`config.mk`:
```
export PLATFORM = sky130hd
export DESIGN_NAME = rx_link_deframer
export DESIGN_NICKNAME = d
export VERILOG_FILES = /design/src/rtl/rx_link_pkg.sv /design/src/rtl/rx_link_deframer.sv
export SDC_FILE = /design/constraint.sdc
export NUM_CORES = 1
export LEC_CHECK = 0
export CAP_MARGIN = 20
export CORE_ASPECT_RATIO = 0.7
export CORE_MARGIN = 2
export CORE_UTILIZATION = 43
export CTS_CLUSTER_DIAMETER = 40
export DETAILED_ROUTE_END_ITERATION = 8
export PLACE_DENSITY = 0.75
export SLEW_MARGIN = 20
export SYNTH_ARGS = -nofsm -noshare
export SYNTH_HDL_FRONTEND = slang
export SYNTH_SLANG_ARGS = --single-unit
```
`constraint.sdc`:
```
create_clock -name rxoutclock -period 1.9 [get_ports rxoutclock]
set_input_delay 0.475 -clock rxoutclock [delete_from_list [all_inputs] [get_ports rxoutclock]]
set_output_delay 0.475 -clock rxoutclock [all_outputs]
set_load 0.03 [all_outputs]
```
`src/rtl/rx_link_pkg.sv`:
```
// Shared definitions for the linkin receive deframer: lane-8 control codes,
// link state encoding and small code-classification helpers.
package rx_link_pkg;

  localparam logic [3:0] CODE_IDLE = 4'b0001;
  localparam logic [3:0] CODE_SOF  = 4'b1010;
  localparam logic [3:0] CODE_DATA = 4'b1100;
  localparam logic [3:0] CODE_EOF  = 4'b0101;

  typedef enum logic [1:0] {
    ST_UNLOCKED = 2'd0,
    ST_LINKED   = 2'd1,
    ST_IN_FRAME = 2'd2
  } link_state_e;

  // Training pattern: every one of the nine lanes carries the IDLE nibble.
  function automatic logic is_training(input logic [35:0] word);
    return (word == {9{CODE_IDLE}});
  endfunction

  function automatic logic is_valid_code(input logic [3:0] code);
    logic ok;
    case (code)
      CODE_IDLE, CODE_SOF, CODE_DATA, CODE_EOF: ok = 1'b1;
      default:                                  ok = 1'b0;
    endcase
    return ok;
  endfunction

endpackage

```
`src/rtl/rx_link_deframer.sv`:
```
// Link bring-up and frame extraction for aligned linkin data: waits for a
// sustained training pattern, then emits SOF/DATA/EOF framed words one cycle later.
module rx_link_deframer
  import rx_link_pkg::*;
#(
  parameter int LOCK_CNT  = 64,
  parameter int ERR_LIMIT = 8,
  parameter int MAX_WORDS = 1024
) (
  input  logic        rxoutclock,
  input  logic        reset,
  input  logic [35:0] rxout,
  input  logic        rx_locked,
  input  logic        align_active,
  output logic [31:0] dout,
  output logic        dout_valid,
  output logic        dout_sof,
  output logic        dout_eof,
  output logic        frame_abort,
  output logic        link_up,
  output logic [15:0] err_count
);

  localparam int LW = $clog2(LOCK_CNT + 1);
  localparam int EW = $clog2(ERR_LIMIT + 1);
  localparam int CW = $clog2(MAX_WORDS + 1);
  localparam logic [LW-1:0] LOCK_LAST = LW'(LOCK_CNT - 1);
  localparam logic [EW-1:0] ERR_LAST  = EW'(ERR_LIMIT - 1);
  localparam logic [CW-1:0] WORD_LAST = CW'(MAX_WORDS - 1);

  link_state_e   state_r, state_s;
  logic [LW-1:0] lock_cnt_r, lock_cnt_s;
  logic [EW-1:0] err_run_r, err_run_s;
  logic [CW-1:0] word_cnt_r, word_cnt_s;
  logic [15:0]   err_count_s;
  logic [3:0]    ctrl_s;
  logic          emit_s, sof_s, eof_s, abort_s, err_inc_s;

  assign ctrl_s = rxout[35:32];

  // Next-state, counter and output-flag decode for the current rxout sample.
  always_comb begin
    state_s    = state_r;
    lock_cnt_s = lock_cnt_r;
    err_run_s  = err_run_r;
    word_cnt_s = word_cnt_r;
    emit_s     = 1'b0;
    sof_s      = 1'b0;
    eof_s      = 1'b0;
    abort_s    = 1'b0;
    err_inc_s  = 1'b0;
    if (!rx_locked || align_active) begin
      state_s    = ST_UNLOCKED;
      lock_cnt_s = '0;
      err_run_s  = '0;
      word_cnt_s = '0;
      abort_s    = (state_r == ST_IN_FRAME);
    end else if (state_r == ST_UNLOCKED) begin
      if (is_training(rxout)) begin
        if (lock_cnt_r == LOCK_LAST) begin
          state_s    = ST_LINKED;
          lock_cnt_s = '0;
        end else begin
          lock_cnt_s = lock_cnt_r + 1'b1;
        end
      end else begin
        lock_cnt_s = '0;
      end
    end else if (!is_valid_code(ctrl_s)) begin
      err_inc_s  = 1'b1;
      word_cnt_s = '0;
      abort_s    = (state_r == ST_IN_FRAME);
      if (err_run_r == ERR_LAST) begin
        state_s   = ST_UNLOCKED;
        err_run_s = '0;
      end else begin
        state_s   = ST_LINKED;
        err_run_s = err_run_r + 1'b1;
      end
    end else begin
      err_run_s = '0;
      if (state_r == ST_LINKED) begin
        case (ctrl_s)
          CODE_SOF: begin
            state_s    = ST_IN_FRAME;
            emit_s     = 1'b1;
            sof_s      = 1'b1;
            word_cnt_s = CW'(1);
          end
          CODE_IDLE: state_s = ST_LINKED;
          // DATA/EOF with no open frame are protocol errors, not code errors.
          default:   err_inc_s = 1'b1;
        endcase
      end else begin
        case (ctrl_s)
          CODE_DATA: begin
            // A DATA word must leave room for the closing EOF word.
            if (word_cnt_r < WORD_LAST) begin
              emit_s     = 1'b1;
              word_cnt_s = word_cnt_r + 1'b1;
            end else begin
              abort_s    = 1'b1;
              state_s    = ST_LINKED;
              word_cnt_s = '0;
            end
          end
          CODE_EOF: begin
            emit_s     = 1'b1;
            eof_s      = 1'b1;
            state_s    = ST_LINKED;
            word_cnt_s = '0;
          end
          CODE_SOF: begin
            abort_s    = 1'b1;
            emit_s     = 1'b1;
            sof_s      = 1'b1;
            word_cnt_s = CW'(1);
          end
          default: begin
            abort_s    = 1'b1;
            state_s    = ST_LINKED;
            word_cnt_s = '0;
          end
        endcase
      end
    end
    if (err_inc_s && (err_count != 16'hFFFF)) begin
      err_count_s = err_count + 16'd1;
    end else begin
      err_count_s = err_count;
    end
  end

  // State and tracking counters.
  always_ff @(posedge rxoutclock) begin
    if (reset) begin
      state_r    <= ST_UNLOCKED;
      lock_cnt_r <= '0;
      err_run_r  <= '0;
      word_cnt_r <= '0;
    end else begin
      state_r    <= state_s;
      lock_cnt_r <= lock_cnt_s;
      err_run_r  <= err_run_s;
      word_cnt_r <= word_cnt_s;
    end
  end

  // Registered outputs, one cycle behind the sampled rxout.
  always_ff @(posedge rxoutclock) begin
    if (reset) begin
      dout        <= 32'h0;
      dout_valid  <= 1'b0;
      dout_sof    <= 1'b0;
      dout_eof    <= 1'b0;
      frame_abort <= 1'b0;
      link_up     <= 1'b0;
      err_count   <= 16'h0;
    end else begin
      dout        <= emit_s ? rxout[31:0] : 32'h0;
      dout_valid  <= emit_s;
      dout_sof    <= sof_s;
      dout_eof    <= eof_s;
      frame_abort <= abort_s;
      link_up     <= (state_s != ST_UNLOCKED);
      err_count   <= err_count_s;
    end
  end

endmodule

```
==> results of run 1 <==
cells in the final DEF, fill, tap and decap left out, drive strengths merged, types with 3 or more instances in the layout:
master,n
dfxtp,77
buf,68
clkdlybuf4s50,52
and2,35
a21oi,32
nand2,27
nand3,24
dlymetal6s2s,18
o21ai,17
dlygate4sd2,16
nor2,16
clkbuf,14
or3,9
nor3,9
nand4,8
inv,8
nor4b,8
o31ai,7
a31oi,7
or4,6
or2,4
and3,4
ha,4
nand2b,4
and2b,3
nand3b,3
a311oi,3
nor2b,3
o211ai,3
per-stage QoR:
step	TNS [ns]	setup WS, ns	power, mW	util (%)	instance area [sq um]
after floorplan	0	0.01289	1.706	-	3428
after global placement	-29.82	-0.4977	1.851	62.22	4835
after detailed placement	-32.94	-0.5675	1.854	62.22	4835
after CTS	0	0.003252	3.668	68.84	5349
after global routing	-1.464	-0.1945	3.778	71.35	5544
final	-0.9193	-0.1399	3.680	71.35	5544
flip-flops by register name, summed over array words and instances (netlist names):
register     cells
word_cnt_r      11
dout            32
err_run_r        4
lock_cnt_r       7
dout_eof         1
frame_abort      1
err_count       16
dout_sof         1
dout_valid       1
state_r          2
link_up          1
power by group through the flow:
stage | Clock (mW) | Sequential, mW | Combinational, mW
floorplan | 0 | 1.65 | 0.0593
global placement | 0 | 1.65 | 0.203
detailed placement | 0 | 1.65 | 0.207
CTS | 1.83 | 1.61 | 0.227
global route | 1.90 | 1.61 | 0.271
finish | 1.81 | 1.61 | 0.257
metal layers:
metal | share of wire, % | vias up | wire (um) | GRT usage, %
met1 | 43 | 1718 | 4792 | 30.07
li1 | - | 1659 | - | -
met5 | 0 | - | 0 | 0
met4 | 0.99 | 0 | 110 | 8.375
met2 | 50 | 131 | 5607 | 40.37
met3 | 5.5 | 14 | 615 | 6.023
area by class of cell:
type / instances / area (sq um)
sequential: 77 / 1565
clock inverter: 5 / 65.06
tap: 101 / 126.4
fill: 547 / 2226
timing repair buffer: 159 / 1496
clock buffer: 11 / 252.7
multi-input combinational: 267 / 2016
inverter: 6 / 22.52
kinds of logic after synthesis:
group / Yosys count / share of synthesized area, %
multiplexers: 3 / 0.9171
XOR/XNOR: 2 / 0.5137
AND/OR/NAND/NOR: 176 / 32.65
flip-flops: 77 / 45.19
buffers and inverters: 20 / 3.852
adder cells (fa/ha/maj): 4 / 1.467
AO/OA/AOI/OAI: 81 / 15.41
what timing repair did:
item | in CTS | in global routing
resized for setup | 51 | 62
endpoints found under the setup margin | 74 | 35
cloned | 3 | 0
buffers inserted | 4 | 2
pin swaps | 18 | 19
final timing paths:
check	end	slack, ns	cells after the start
max	lock_cnt_r[1]$_SDFFE_PP0P_	-0.14	8
min	dout[16]$_SDFF_PP0_	0.42	2
max reg2reg	err_count[11]$_SDFFE_PP0P_	0.02	6
min reg2reg	word_cnt_r[6]$_SDFFE_PP0P_	0.46	1
critical path: stages:
cell	delay [ns]
clkdlybuf4s50_1	0.48
nor4b_2	0.44
nand3_2	0.18
nor3_4	0.24
buf_6	0.18
buf_4	0.11
nand3_1	0.07
a21oi_1	0.13
==> qor_table.md, run 1 <==
| Metric | Value |
|:---|:---|
| Buffer type at the clock tree root | clkbuf_16 |
| Final worst setup slack | -0.1399 ns |
| Combined global-route utilization of all metal layers | 23.93% |
| Count of inserted antenna diode cells | 0 |
| Number of global-route vias before repair | 3401 |
| Biggest fanout along the worst timing path | 5 |
| Final hold slack | 0.4158 ns |
| Final estimated routing congestion in global placement | 0.8706 |
| Leakage | 2.373 nW |
| TritonCTS clock tree | built |
| Detailed placer's ending HPWL | 7.021 mm |
| First-iteration detailed-routing DRC count | 196 |
| Average cell area after synthesis | 9.396 sq um |
| Area share of the leading cell type in the synthesized netlist | 45.19% |
| Primary flip-flop cell chosen by synthesis mapping | dfxtp_1 |
| Maximum number of pins on one net before global-route repair | 19 |
| Clk_lat worst skew | 0.34 ns |
| Seq pwr share | 43.8% |
| Core area | 7770 sq um |
| EDFF count, synth | 0 |
| Clock network power share | 49.2% |
| Site Rows | 27 |
| Number of buffers on the longest clock path | 2 |
| Area contributors post-synth | dfxtp_1 (45%), and2_4 (7.4%), a21oi_1 (4.7%), nand3_1 (3.5%), nand2_1 (3.0%) |
| Critical path startpoint category | input port |
| Quantity of hold-fixing buffers added after cts | 0 |
| Violated checks | setup timing |
| Count of input and output buffers | 92 |
| Time the final worst path needs with I/O delays and setup | 2.040 ns |
| Number of storage elements in the synthesis netlist | 77 |
| Max_cap viols | 0 |
| Switching power of the nets | 0.8264 mW |
| Cell with the most instances after synthesis | dfxtp_1 |
| Placed Instances | 601 |
| Gr ovfl total | 0 |
| Async set-reset flop share out of synthesis | 0% |
| Combinational share of power | 7.0% |
| Sequential cell area fraction in the yosys report | 45.19% |
| H-tree depth reported by CTS | 3 |
| Total DRC errors in the routed layout | 0 |
| Worst endpoint required time | 2.17 ns |
| Warnings from Yosys | 0 |
| Top-level port count | 93 |
| Startpoint of the lowest-slack hold path | rxout[16] |
| Run status | finished, violations left |
| Switching Fraction | 22.46% |
| Die X | 110.5 um |
| Headroom to the max-slew limit | 71.98% |
| Final number of hold-violating endpoints | 0 |
| Hold Path Class | input port to register |
| Timing startpoint of the critical path | rxout[26] |
| Fin crit share | 107.4% |
| Final wirelength | 11.13 mm |
| Overall die area | 8672 sq um |
| First-pass iteration count of the detailed router | 5 |
| Worst IR Drop VDD | 0.0004894 V |
| Wire length of the first global-routing pass | 16.70 mm |
| Unique cell type count in the Yosys netlist | 61 |
| Number of pins with negative max-slew slack in the final report | 0 |
| Starting utilization of the core area | 43.90% |
| Area leader, netlist | dfxtp_1 |
| Arrival @ worst endpoint | 2.31 ns |
| Cell Count, Final, Fillers Out | 626 |
| Routed wire length per instance | 17.77 um |
| Area of the mapped netlist | 3411 sq um |
| # clock sinks | 77 |
| Most frequent cells after synthesis | dfxtp_1 (77), a21oi_1 (32), and2_4 (29) |
| Fraction of final layout cells with drive strength greater than 1 | 34.29% |
| Height of the die | 78.52 um |
| Total vias in the final route | 3522 |
| # nets final | 564 |
| Start-to-end type of the worst setup path | input port to register |
| Worst clock skew | 0.007771 ns |
| Worst Setup End Kind | register |
| Launch point of the worst reg-to-reg path | err_count[0]$_SDFFE_PP0P_ |
| Syn nets | 407 |
| Number of antenna violations at the first check in global routing | 0 |
| Internal power | 2.854 mW |
| Clock-pin slew on the worst setup and hold paths | 0.06 ns |
| Instance count of the mapped netlist | 363 |
| Remaining antenna violation count after routing | 0 |
| Worst-Margin Slew | 0.4180 ns |
| Highest attainable clock frequency | 490.2 MHz |
| Number of buffers added by the clock tree synthesis step | 9 |
| Area grow syn2layout | 62.55% |
| Power density relative to cell area | 663.8 nW/um^2 |
| Final-report setup violation count | 9 |
| Vias per std cell | 5.626 |
Power figures use the tool's default switching activity.
==> run 2, diff against run 1 <==
CORE_MARGIN = 5   (was 2)
==> qor_table.md, run 2 (same netlist as run 1, synthesis figures left out) <==
| Metric | Value | Change |
|:---|:---|:---|
| Run status | finished, final reports clean |  |
| Count of inserted antenna diode cells | 0 | unchanged |
| Site Rows | 27 | unchanged |
| # clock sinks | 77 | unchanged |
| Height of the die | 84.52 um | +7.6% |
| Maximum number of pins on one net before global-route repair | 26 | +7 |
| H-tree depth reported by CTS | 3 | unchanged |
| Gr ovfl total | 0 | unchanged |
| First-pass iteration count of the detailed router | 5 | unchanged |
| Buffer type at the clock tree root | clkbuf_16 |  |
| Die X | 116.5 um | +5.4% |
| Register ranked first by flip-flop count | dout |  |
| Leakage | 2.402 nW | +1.2% |
| Worst Setup End Kind | register |  |
| Number of antenna violations at the first check in global routing | 0 | unchanged |
| Headroom to the max-slew limit | 64.10% | -7.9 points |
| Top-level port count | 93 | unchanged |
| Overall die area | 9842 sq um | +13% |
| Total DRC errors in the routed layout | 0 | unchanged |
| Worst clock skew | 0.008624 ns | +0.0008529 ns |
| Final number of hold-violating endpoints | 0 | unchanged |
| Max FFs per register | 32 | unchanged |
| Start-to-end type of the worst setup path | input port to register |  |
| Clock-pin slew on the worst setup and hold paths | 0.06 ns | about the same |
| Count of input and output buffers | 92 | unchanged |
| Biggest fanout along the worst timing path | 5 | unchanged |
| Number of global-route vias before repair | 3369 | -0.94% |
| Timing startpoint of the critical path | rxout[2] |  |
| Final wirelength | 10.91 mm | -2.0% |
| Power density relative to cell area | 657.2 nW/um^2 | -0.99% |
| Sum of negative setup slack | 0 ns | +0.9193 ns |
| Total vias in the final route | 3447 | -2.1% |
| Number of buffers on the longest clock path | 2 | unchanged |
| # nets final | 563 | -0.18% |
| Max_cap viols | 0 | unchanged |
| Number of buffers added by the clock tree synthesis step | 9 | unchanged |
| Arrival @ worst endpoint | 2.14 ns | -0.17 ns |
| Commonest non-fill, non-tap cells in the layout | dfxtp_1 (65), buf_4 (56), clkdlybuf4s50_1 (47) |  |
| Cell area reported after detailed placement | 4850 sq um | +0.31% |
| Core area | 7804 sq um | +0.43% |
| Highest attainable clock frequency | 528.8 MHz | +7.9% |
| Final-report setup violation count | 0 | -9 |
| Fin crit share | 99.53% | -7.8 points |
| Count of filler cells inserted in the layout | 534 | -2.4% |
| Worst-Margin Slew | 0.5318 ns | +0.1138 ns |
| Launch point of the worst reg-to-reg path | word_cnt_r[5]$_SDFFE_PP0P_ |  |
| Starting utilization of the core area | 43.71% | -0.19 points |
| Remaining antenna violation count after routing | 0 | unchanged |
| Hold Path Class | input port to register |  |
| Worst endpoint required time | 2.15 ns | -0.02 ns |
| First-iteration detailed-routing DRC count | 304 | +55% |
| Fraction of final layout cells with drive strength greater than 1 | 31.87% | -2.4 points |
| Setup repair after global routing missed its margin | yes |  |
| Area grow syn2layout | 62.62% | about the same |
| Quantity of hold-fixing buffers added after cts | 0 | unchanged |
| Most common cell after layout, fill and taps aside | dfxtp_1 |  |
| Combined global-route utilization of all metal layers | 20.67% | -3.3 points |
| Time the final worst path needs with I/O delays and setup | 1.891 ns | -0.1488 ns |
| Number of pins with negative max-slew slack in the final report | 0 | unchanged |
| Worst IR Drop VDD | 0.0003447 V | -30% |
| Critical path startpoint category | input port |  |
| TritonCTS clock tree | built |  |
| Routed wire length per instance | 17.45 um | -1.8% |
| Final std cell area, no fill | 5547 sq um | about the same |
| Final standard cell utilization of the core | 71.08% | -0.28 points |
| Clk_lat worst skew | 0.33 ns | about the same |
| Wire length of the first global-routing pass | 16.30 mm | -2.4% |
| Final estimated routing congestion in global placement | 0.8811 | +1.2% |
| Final hold slack | 0.4082 ns | -0.007604 ns |
| Vias per std cell | 5.515 | -2.0% |
| Detailed placer's ending HPWL | 7.340 mm | +4.6% |
| Largest regs | dout (32), err_count (16), word_cnt_r (11) |  |
| Startpoint of the lowest-slack hold path | rxout[20] |  |
run 2: cell count changes in the layout (fill, tap and decap cells not counted), moves of 3 or more:
cell,delta
dlymetal6s2s_1,+11
clkdlybuf4s50_1,-5
dfxtp_1,+3
dfxtp_2,-3
run 2: metrics by stage:
stage / setup slack, ns / total power [mW] / cells
after global placement: -0.4801 / 1.853 / 603
final: 0.008923 / 3.645 / 625
after global routing: -0.09001 / 3.748 / 625
after floorplan: 0.01289 / 1.706 / 363
after CTS: 0.0003002 / 3.628 / 620
after detailed placement: -0.5508 / 1.856 / 603
run 2: final timing paths:
path	end	depth (start not counted)	slack [ns]
setup / recovery	lock_cnt_r[2]$_SDFFE_PP0P_	9	0.009
hold reg to reg	lock_cnt_r[6]$_SDFFE_PP0P_	2	0.45
hold / removal	dout[20]$_SDFF_PP0_	2	0.41
setup reg to reg	dout[16]$_SDFF_PP0_	6	0.05
run 2: timing repair:
item / 4_1_cts / 5_1_grt
resized for setup: 35 / 64
setup buffers: 0 / 4
gates cloned: 1 / 2
setup endpoints to repair: 74 / 36
pin swaps: 6 / 22
run 2: metal layers:
metal	vias up	share of wire, %	GRT usage, %
li1	1649	-	-
met1	1655	44	27.39
met2	118	48	32.40
met3	25	6.2	5.187
met4	0	2.0	7.798
met5	-	0	0
run 2: worst max-delay path, cell delays in order:
cell	delay, ns
dlygate4sd2_1	0.29
nor4b_4	0.31
buf_4	0.15
nand4_1	0.14
nor3_4	0.21
buf_4	0.16
buf_4	0.13
nand3b_1	0.09
a31oi_1	0.18
run 2: cell type report:
cell class                      count  area (sq um)  area share [%]
Sequential cell                    77          1562           28.15
Tap cell                          101         126.4           2.278
Timing Repair Buffer              158          1535           27.68
Clock buffer                       12         257.7           4.647
Clock inverter                      4         53.80          0.9700
Multi-Input combinational cell    267          1989           35.87
Inverter                            6         22.52          0.4060
run 2: power by group:
part	switching [mW]	internal (mW)	total (mW)
registers	0.000000000000165	1.61	1.61
clock network	0.689	1.10	1.79
logic	0.111	0.132	0.242
